### src/rtl/gpgpu_pkg.sv
// Shared types for the per-warp front end: register tags and instruction buffer sizing.
// No logic beyond a small mask helper; no latency.
// No flow control.
package gpgpu_pkg;
    localparam int TAG_W     = 6;
    localparam int REG_IDX_W = 5;
    localparam int IB_DEPTH  = 4;

    typedef struct packed {
        logic                 used;
        logic [REG_IDX_W-1:0] idx;
    } reg_tag_t;

    // Entries 0..cnt-1 are occupied.
    function automatic logic [IB_DEPTH-1:0] ib_prefix_mask(input logic [2:0] cnt);
        logic [IB_DEPTH-1:0] m;
        m = '0;
        for (int j = 0; j < IB_DEPTH; j++) begin
            m[j] = (3'(j) < cnt);
        end
        return m;
    endfunction
endpackage

### src/rtl/ib_issue_select.sv
// Oldest-ready picker: priority-encodes the ready vector, lowest index wins.
// Purely combinational, zero latency.
// No flow control; the caller gates the result with grant/backpressure.
module ib_issue_select
    import gpgpu_pkg::*;
(
    input  logic [IB_DEPTH-1:0]         rdy,
    output logic [$clog2(IB_DEPTH)-1:0] sel,
    output logic [IB_DEPTH-1:0]         onehot,
    output logic                        any
);
    always_comb begin
        sel    = '0;
        onehot = '0;
        for (int j = IB_DEPTH - 1; j >= 0; j--) begin
            if (rdy[j]) begin
                sel       = ($clog2(IB_DEPTH))'(j);
                onehot    = '0;
                onehot[j] = 1'b1;
            end
        end
        any = |rdy;
    end
endmodule

### src/rtl/ibuffer_warp.sv
// Per-warp 4-entry in-order instruction buffer feeding the issue arbiter.
// Write visible next cycle; ready bits need one more cycle; issue fires in the grant cycle.
// Decode stalls on IB_Full (registered); SB_Full or Flush suppress the issue request.
module ibuffer_warp
    import gpgpu_pkg::*;
#(
    parameter int INST_W = 32,
    parameter int DEPTH  = 4
) (
    input  logic                clk,
    input  logic                rst_n,
    input  logic                Dec_Valid,
    input  logic [INST_W-1:0]   Dec_Inst,
    input  logic [TAG_W-1:0]    Dec_Src1,
    input  logic [TAG_W-1:0]    Dec_Src2,
    input  logic [TAG_W-1:0]    Dec_Dst,
    output logic                IB_Full,
    output logic [IB_DEPTH-1:0] IB_Inst_Valid_SB,
    output logic [TAG_W-1:0]    IB_Src1_Entry0_SB,
    output logic [TAG_W-1:0]    IB_Src1_Entry1_SB,
    output logic [TAG_W-1:0]    IB_Src1_Entry2_SB,
    output logic [TAG_W-1:0]    IB_Src1_Entry3_SB,
    output logic [TAG_W-1:0]    IB_Src2_Entry0_SB,
    output logic [TAG_W-1:0]    IB_Src2_Entry1_SB,
    output logic [TAG_W-1:0]    IB_Src2_Entry2_SB,
    output logic [TAG_W-1:0]    IB_Src2_Entry3_SB,
    output logic [TAG_W-1:0]    IB_Dst_Entry0_SB,
    output logic [TAG_W-1:0]    IB_Dst_Entry1_SB,
    output logic [TAG_W-1:0]    IB_Dst_Entry2_SB,
    output logic [TAG_W-1:0]    IB_Dst_Entry3_SB,
    input  logic [IB_DEPTH-1:0] SB_Ready_Issue_IB,
    input  logic                SB_Full,
    output logic [IB_DEPTH-1:0] IB_Issued_SB,
    output logic                IB_Req_Issue,
    input  logic                Issue_Grant,
    output logic [INST_W-1:0]   IB_Issue_Inst,
    input  logic                Flush
);
    logic [INST_W-1:0] inst_q [DEPTH];
    logic [INST_W-1:0] inst_n [DEPTH];
    reg_tag_t          src1_q [DEPTH];
    reg_tag_t          src1_n [DEPTH];
    reg_tag_t          src2_q [DEPTH];
    reg_tag_t          src2_n [DEPTH];
    reg_tag_t          dst_q  [DEPTH];
    reg_tag_t          dst_n  [DEPTH];

    logic [DEPTH-1:0] valid_q, valid_n, rdy_q, rdy_n;
    logic [2:0]       count_q, count_n, cnt_after;
    logic [1:0]       sel;
    logic [DEPTH-1:0] sel_onehot;
    logic             any_rdy, fire, wr;

    ib_issue_select u_sel (
        .rdy    (rdy_q),
        .sel    (sel),
        .onehot (sel_onehot),
        .any    (any_rdy)
    );

    assign IB_Full          = (count_q == 3'(DEPTH));
    assign IB_Req_Issue     = any_rdy & ~SB_Full & ~Flush;
    assign fire             = IB_Req_Issue & Issue_Grant;
    assign IB_Issued_SB     = fire ? sel_onehot : '0;
    assign IB_Issue_Inst    = inst_q[sel];
    assign wr               = Dec_Valid & ~IB_Full & ~Flush;
    assign IB_Inst_Valid_SB = valid_q;

    assign IB_Src1_Entry0_SB = src1_q[0];
    assign IB_Src1_Entry1_SB = src1_q[1];
    assign IB_Src1_Entry2_SB = src1_q[2];
    assign IB_Src1_Entry3_SB = src1_q[3];
    assign IB_Src2_Entry0_SB = src2_q[0];
    assign IB_Src2_Entry1_SB = src2_q[1];
    assign IB_Src2_Entry2_SB = src2_q[2];
    assign IB_Src2_Entry3_SB = src2_q[3];
    assign IB_Dst_Entry0_SB  = dst_q[0];
    assign IB_Dst_Entry1_SB  = dst_q[1];
    assign IB_Dst_Entry2_SB  = dst_q[2];
    assign IB_Dst_Entry3_SB  = dst_q[3];

    always_comb begin
        inst_n    = inst_q;
        src1_n    = src1_q;
        src2_n    = src2_q;
        dst_n     = dst_q;
        cnt_after = count_q - {2'b00, fire};
        // Compact: everything above the issued slot slides down one.
        for (int j = 0; j < DEPTH - 1; j++) begin
            if (fire && j >= int'(sel)) begin
                inst_n[j] = inst_q[j+1];
                src1_n[j] = src1_q[j+1];
                src2_n[j] = src2_q[j+1];
                dst_n[j]  = dst_q[j+1];
            end
        end
        for (int j = 0; j < DEPTH; j++) begin
            if (wr && cnt_after == 3'(j)) begin
                inst_n[j] = Dec_Inst;
                src1_n[j] = reg_tag_t'(Dec_Src1);
                src2_n[j] = reg_tag_t'(Dec_Src2);
                dst_n[j]  = reg_tag_t'(Dec_Dst);
            end
        end
        count_n = Flush ? 3'd0 : cnt_after + {2'b00, wr};
        valid_n = ib_prefix_mask(count_n);
        // Indices shift and the scoreboard gains an entry on issue, so old bits are stale.
        rdy_n   = (fire || Flush) ? '0 : (SB_Ready_Issue_IB & valid_q);
    end

    always_ff @(posedge clk or negedge rst_n) begin
        if (!rst_n) begin
            valid_q <= '0;
            rdy_q   <= '0;
            count_q <= '0;
        end else begin
            valid_q <= valid_n;
            rdy_q   <= rdy_n;
            count_q <= count_n;
        end
    end

    always_ff @(posedge clk) begin
        inst_q <= inst_n;
        src1_q <= src1_n;
        src2_q <= src2_n;
        dst_q  <= dst_n;
    end
endmodule

### config.mk
export PLATFORM = sky130hd
export DESIGN_NAME = ibuffer_warp
export DESIGN_NICKNAME = d
export VERILOG_FILES = /design/src/rtl/gpgpu_pkg.sv /design/src/rtl/ib_issue_select.sv /design/src/rtl/ibuffer_warp.sv
export SDC_FILE = /design/constraint.sdc
export NUM_CORES = 1
export LEC_CHECK = 0
export ABC_AREA = 1
export CORE_MARGIN = 10
export CORE_UTILIZATION = 25
export CTS_CLUSTER_DIAMETER = 200
export DETAILED_ROUTE_END_ITERATION = 10
export GPL_TIMING_DRIVEN = 0
export SYNTH_ARGS = -nofsm -noshare
export SYNTH_HDL_FRONTEND = slang
export SYNTH_SLANG_ARGS = --single-unit
### constraint.sdc
create_clock -name clk -period 6.1 [get_ports clk]
set_input_delay 0.61 -clock clk [delete_from_list [all_inputs] [get_ports clk]]
set_output_delay 0.61 -clock clk [all_outputs]
set_load 0.02 [all_outputs]
==> out/metrics.csv <==
stage;metric;value;unit
global_routing;grt_pass1_wl;56.0;mm
floorplan;die-area;50300;µm²
detailed_routing;detail_route.wl_per_cell;19.6;µm
clocking;cts_sinks;210;
global_routing;grt_usage;0.146;
logic_synthesis;syn_inst;1167;
logic_synthesis;synth_adder_area_share;0.00360;
power;p_seq_frac;0.373;
critical_path;regToRegStartpoint;rdy_q[1]$_DFF_PN0_;
critical_path;r2r_setup_slack;2.25;ns
cells_and_area;fin_util;0.337;
place;dp.cells;1883;
critical_path;slowest_stage;clkdlybuf4s50_1;
cells_and_area;area_growth;32.6;%
timing;period_needed;3.87;ns
floorplan;ios;174;
cells_and_area;layout-drive-gt1-share;0.0866;
clocking;clk_pin_slew_worst_paths;0.06;ns
floorplan;floorplan.initialDensity;0.254;
cells_and_area;nNetsFinal;1441;
critical_path;arrival;4.10;ns
detailed_routing;vias;8989;
cells_and_area;seq_area;6260;µm²
timing;setup_tns;0;ns
detailed_routing;first_pass_iters;6;
power;power.total;4.89;mW
logic_synthesis;async_reset_ff_frac;0.0476;
power;p_int;3.14;mW
worst_hold_path;hold_class;in2async;
logic_synthesis;synth_area;10400;µm²
floorplan;core_area;41000;µm²
global_routing;first_global_vias;8898;
run;drv_cap;0;
power;swShare;0.359;
critical_path;reg2regPathDepth;14;
logic_synthesis;yosysTopAreaCellShare;0.576;
clocking;cts_resized;0;
clocking;htreeDepth;1;
logic_synthesis;avgSynthCellArea;8.93;µm²
logic_synthesis;synthFlopType;edfxtp_1;
critical_path;cp.required;6.33;ns
timing;slew_violations;0;
power;pwr-share-comb;0.339;
timing;setup_violations;0;
floorplan;rows;74;
logic_synthesis;yosys.area_share.simple;0.303;
floorplan;die_h;224;µm
critical_path;crit_fanout;20;
detailed_routing;drt_wl_total;37.9;mm
critical_path;crit_type;in2reg;
logic_synthesis;synth-seq-cells;210;
timing;finalHoldViolCount;0;
timing;worst_pin_slew;0.753;ns
cells_and_area;n_fill_cell;4254;
place;gp_congestion;0.810;
detailed_routing;drc;0;
place;place_area;13100;µm²
floorplan;die_w;224;µm
timing;skew;0.0209;ns
logic_synthesis;yosysWarnings;0;
global_routing;overflow;0;
place;post-dp-hpwl;27.4;mm
logic_synthesis;synth_cell_type_count;21;
cells_and_area;multiInputGateArea;3260;µm²
logic_synthesis;synth_edf_count;200;
logic_synthesis;synth_compound_area_frac;0.00288;
power;leakage;6.02;nW
power;p_switching;1.75;mW
critical_path;crit_start;Flush;
logic_synthesis;synth_top_family_by_area;simple AND/OR/NAND/NOR gates;
logic_synthesis;synth_xor_area_frac;0;
timing;max_freq;0.258;GHz
clocking;root_buffer;clkbuf_16;
power;peakVddDrop;0.164;mV
critical_path;max_stage_delay;0.49;ns
global_routing;antenna_found_initial;3;
logic_synthesis;synth_mux_area_frac;0;
detailed_routing;via_per_inst;4.66;
critical_path;rr_endpoint;inst_q[34]$_DFFE_PP_;
critical_path;start_kind;input port;
outcome;outcome;finished, final reports clean;
clocking;cts_tree;done;
clocking;cts_buffers;25;
clocking;clock_path_buffers;3;
power;p_clk_frac;0.288;
timing;rsz0062_at_grt;false;
detailed_routing;drt_iter0_drc;851;
clocking;postCtsSetupRepairBufs;0;
cells_and_area;instances_no_fill;1930;
logic_synthesis;syn-num-nets;1230;
power;power_density;354;nW/µm²
global_routing;grt_max_degree;21;
logic_synthesis;seq_area_frac_synth;0.600;
critical_path;cp-end-kind;flop;
timing;period_share;0.635;
clocking;cts_hold_buf;0;
detailed_routing;antenna_left;0;
critical_path;path_cells;clkdlybuf4s50_1, nor2_1, nand3_1, inv_1, ha_1, ha_1, inv_1, nand2_1, nand2_2, nor2_4, nand2_1, buf_2, o21ai_4, buf_16, buf_12;
place;portBuffers;173;
cells_and_area;fin_area;13800;µm²
logic_synthesis;synth_top_cell_by_area;edfxtp_1;
clocking;clock_latency;0.54;ns
logic_synthesis;ys_top_cells_by_area;edfxtp_1, nand3_1, nand2_1;
timing;slew_headroom;0.496;
==> placed cells by master (no fill, tap or decap), drive strengths merged, types with 3 or more instances in the layout <==
cell,netlist,final
buf,65,76
clkbuf,12,48
clkdlybuf4s50,0,173
clkinv,0,8
dfrtp,10,10
edfxtp,200,200
ha,3,3
inv,145,146
nand2,388,388
nand3,314,314
nor2,17,17
nor3,4,4
o21ai,5,5
==> through the flow <==
stage               setup slack [ns]  hold WS, ns
detailed placement              1.77        0.494
global placement               -2.91        0.496
finish                          2.23        0.404
CTS                             2.27        0.414
floorplan                      0.603        0.314
global route                    2.02        0.437
==> flip-flops by register name (all words and copies together), names as in the netlist, 4 cells and up <==
register / flops
IB_Src2_Entry2_SB: 6
IB_Src1_Entry0_SB: 6
IB_Dst_Entry1_SB: 6
IB_Dst_Entry0_SB: 6
IB_Src2_Entry1_SB: 6
inst_q: 128
IB_Src2_Entry3_SB: 6
IB_Src1_Entry3_SB: 6
IB_Dst_Entry2_SB: 6
IB_Src1_Entry1_SB: 6
IB_Dst_Entry3_SB: 6
IB_Src1_Entry2_SB: 6
IB_Src2_Entry0_SB: 6
rdy_q: 4
==> cell families after synthesis <==
logic type               count (synthesis)
flip-flops                             210
buffers and inverters                  222
adder cells (fa/ha/maj)                  3
AO/OA/AOI/OAI                            6
AND/OR/NAND/NOR                        726
==> cell type report <==
type	count	area share
Tap cell	532	0.0481
Multi-Input combinational cell	735	0.236
Inverter	145	0.0394
Clock inverter	10	0.00552
Antenna cell	1	0.000181
Buffer	77	0.0290
Clock buffer	36	0.0490
Sequential cell	210	0.453
Timing Repair Buffer	184	0.140
==> critical path: cells and delay by family <==
family,cells,cell delay [ns]
adders and majority gates,2,0.35
AOI/OAI and AO/OA,1,0.25
buffers and inverters,6,1.49
and+or+nand+nor,6,1.36
==> cells in the mapped netlist, types with 4 or more instances <==
master / count
nand2_1: 387
nand3_1: 314
edfxtp_1: 200
inv_1: 142
buf_2: 50
buf_4: 13
nor2_1: 13
clkbuf_1: 12
dfrtp_1: 10
o21ai_0: 5
nor3_1: 4
==> how the worst max path moves through the flow <==
stage                                    endpoint  slack (ns)
finish                       inst_q[95]$_DFFE_PP_        2.23
global route                 inst_q[52]$_DFFE_PP_        2.02
CTS                          inst_q[63]$_DFFE_PP_        2.27
detailed placement           inst_q[40]$_DFFE_PP_        1.77
global placement    IB_Dst_Entry3_SB[5]$_DFFE_PP_       -2.91
floorplan           IB_Dst_Entry3_SB[0]$_DFFE_PP_        0.60
==> power by group through the flow <==
stage / Clock [mW] / Combinational, mW / Sequential, mW
2_1_floorplan: 0 / 0.796 / 1.91
3_3_place_gp: 0 / 1.60 / 1.89
3_5_place_dp: 0 / 1.67 / 1.85
4_1_cts: 1.43 / 1.68 / 1.82
5_1_grt: 1.49 / 1.79 / 1.83
6_report: 1.41 / 1.66 / 1.82
==> metal layers <==
| layer | GRT usage | up-vias | part of all wire |
|---|---|---|---|
| met1 | 0.176 | 4350 | 0.41 |
| li1 | - | 4274 | - |
| met5 | 0 | - | 0.00082 |
| met4 | 0.0305 | 4 | 0.014 |
| met3 | 0.0407 | 43 | 0.084 |
| met2 | 0.255 | 318 | 0.49 |
No activity file was read; power rests on OpenSTA's default activity.
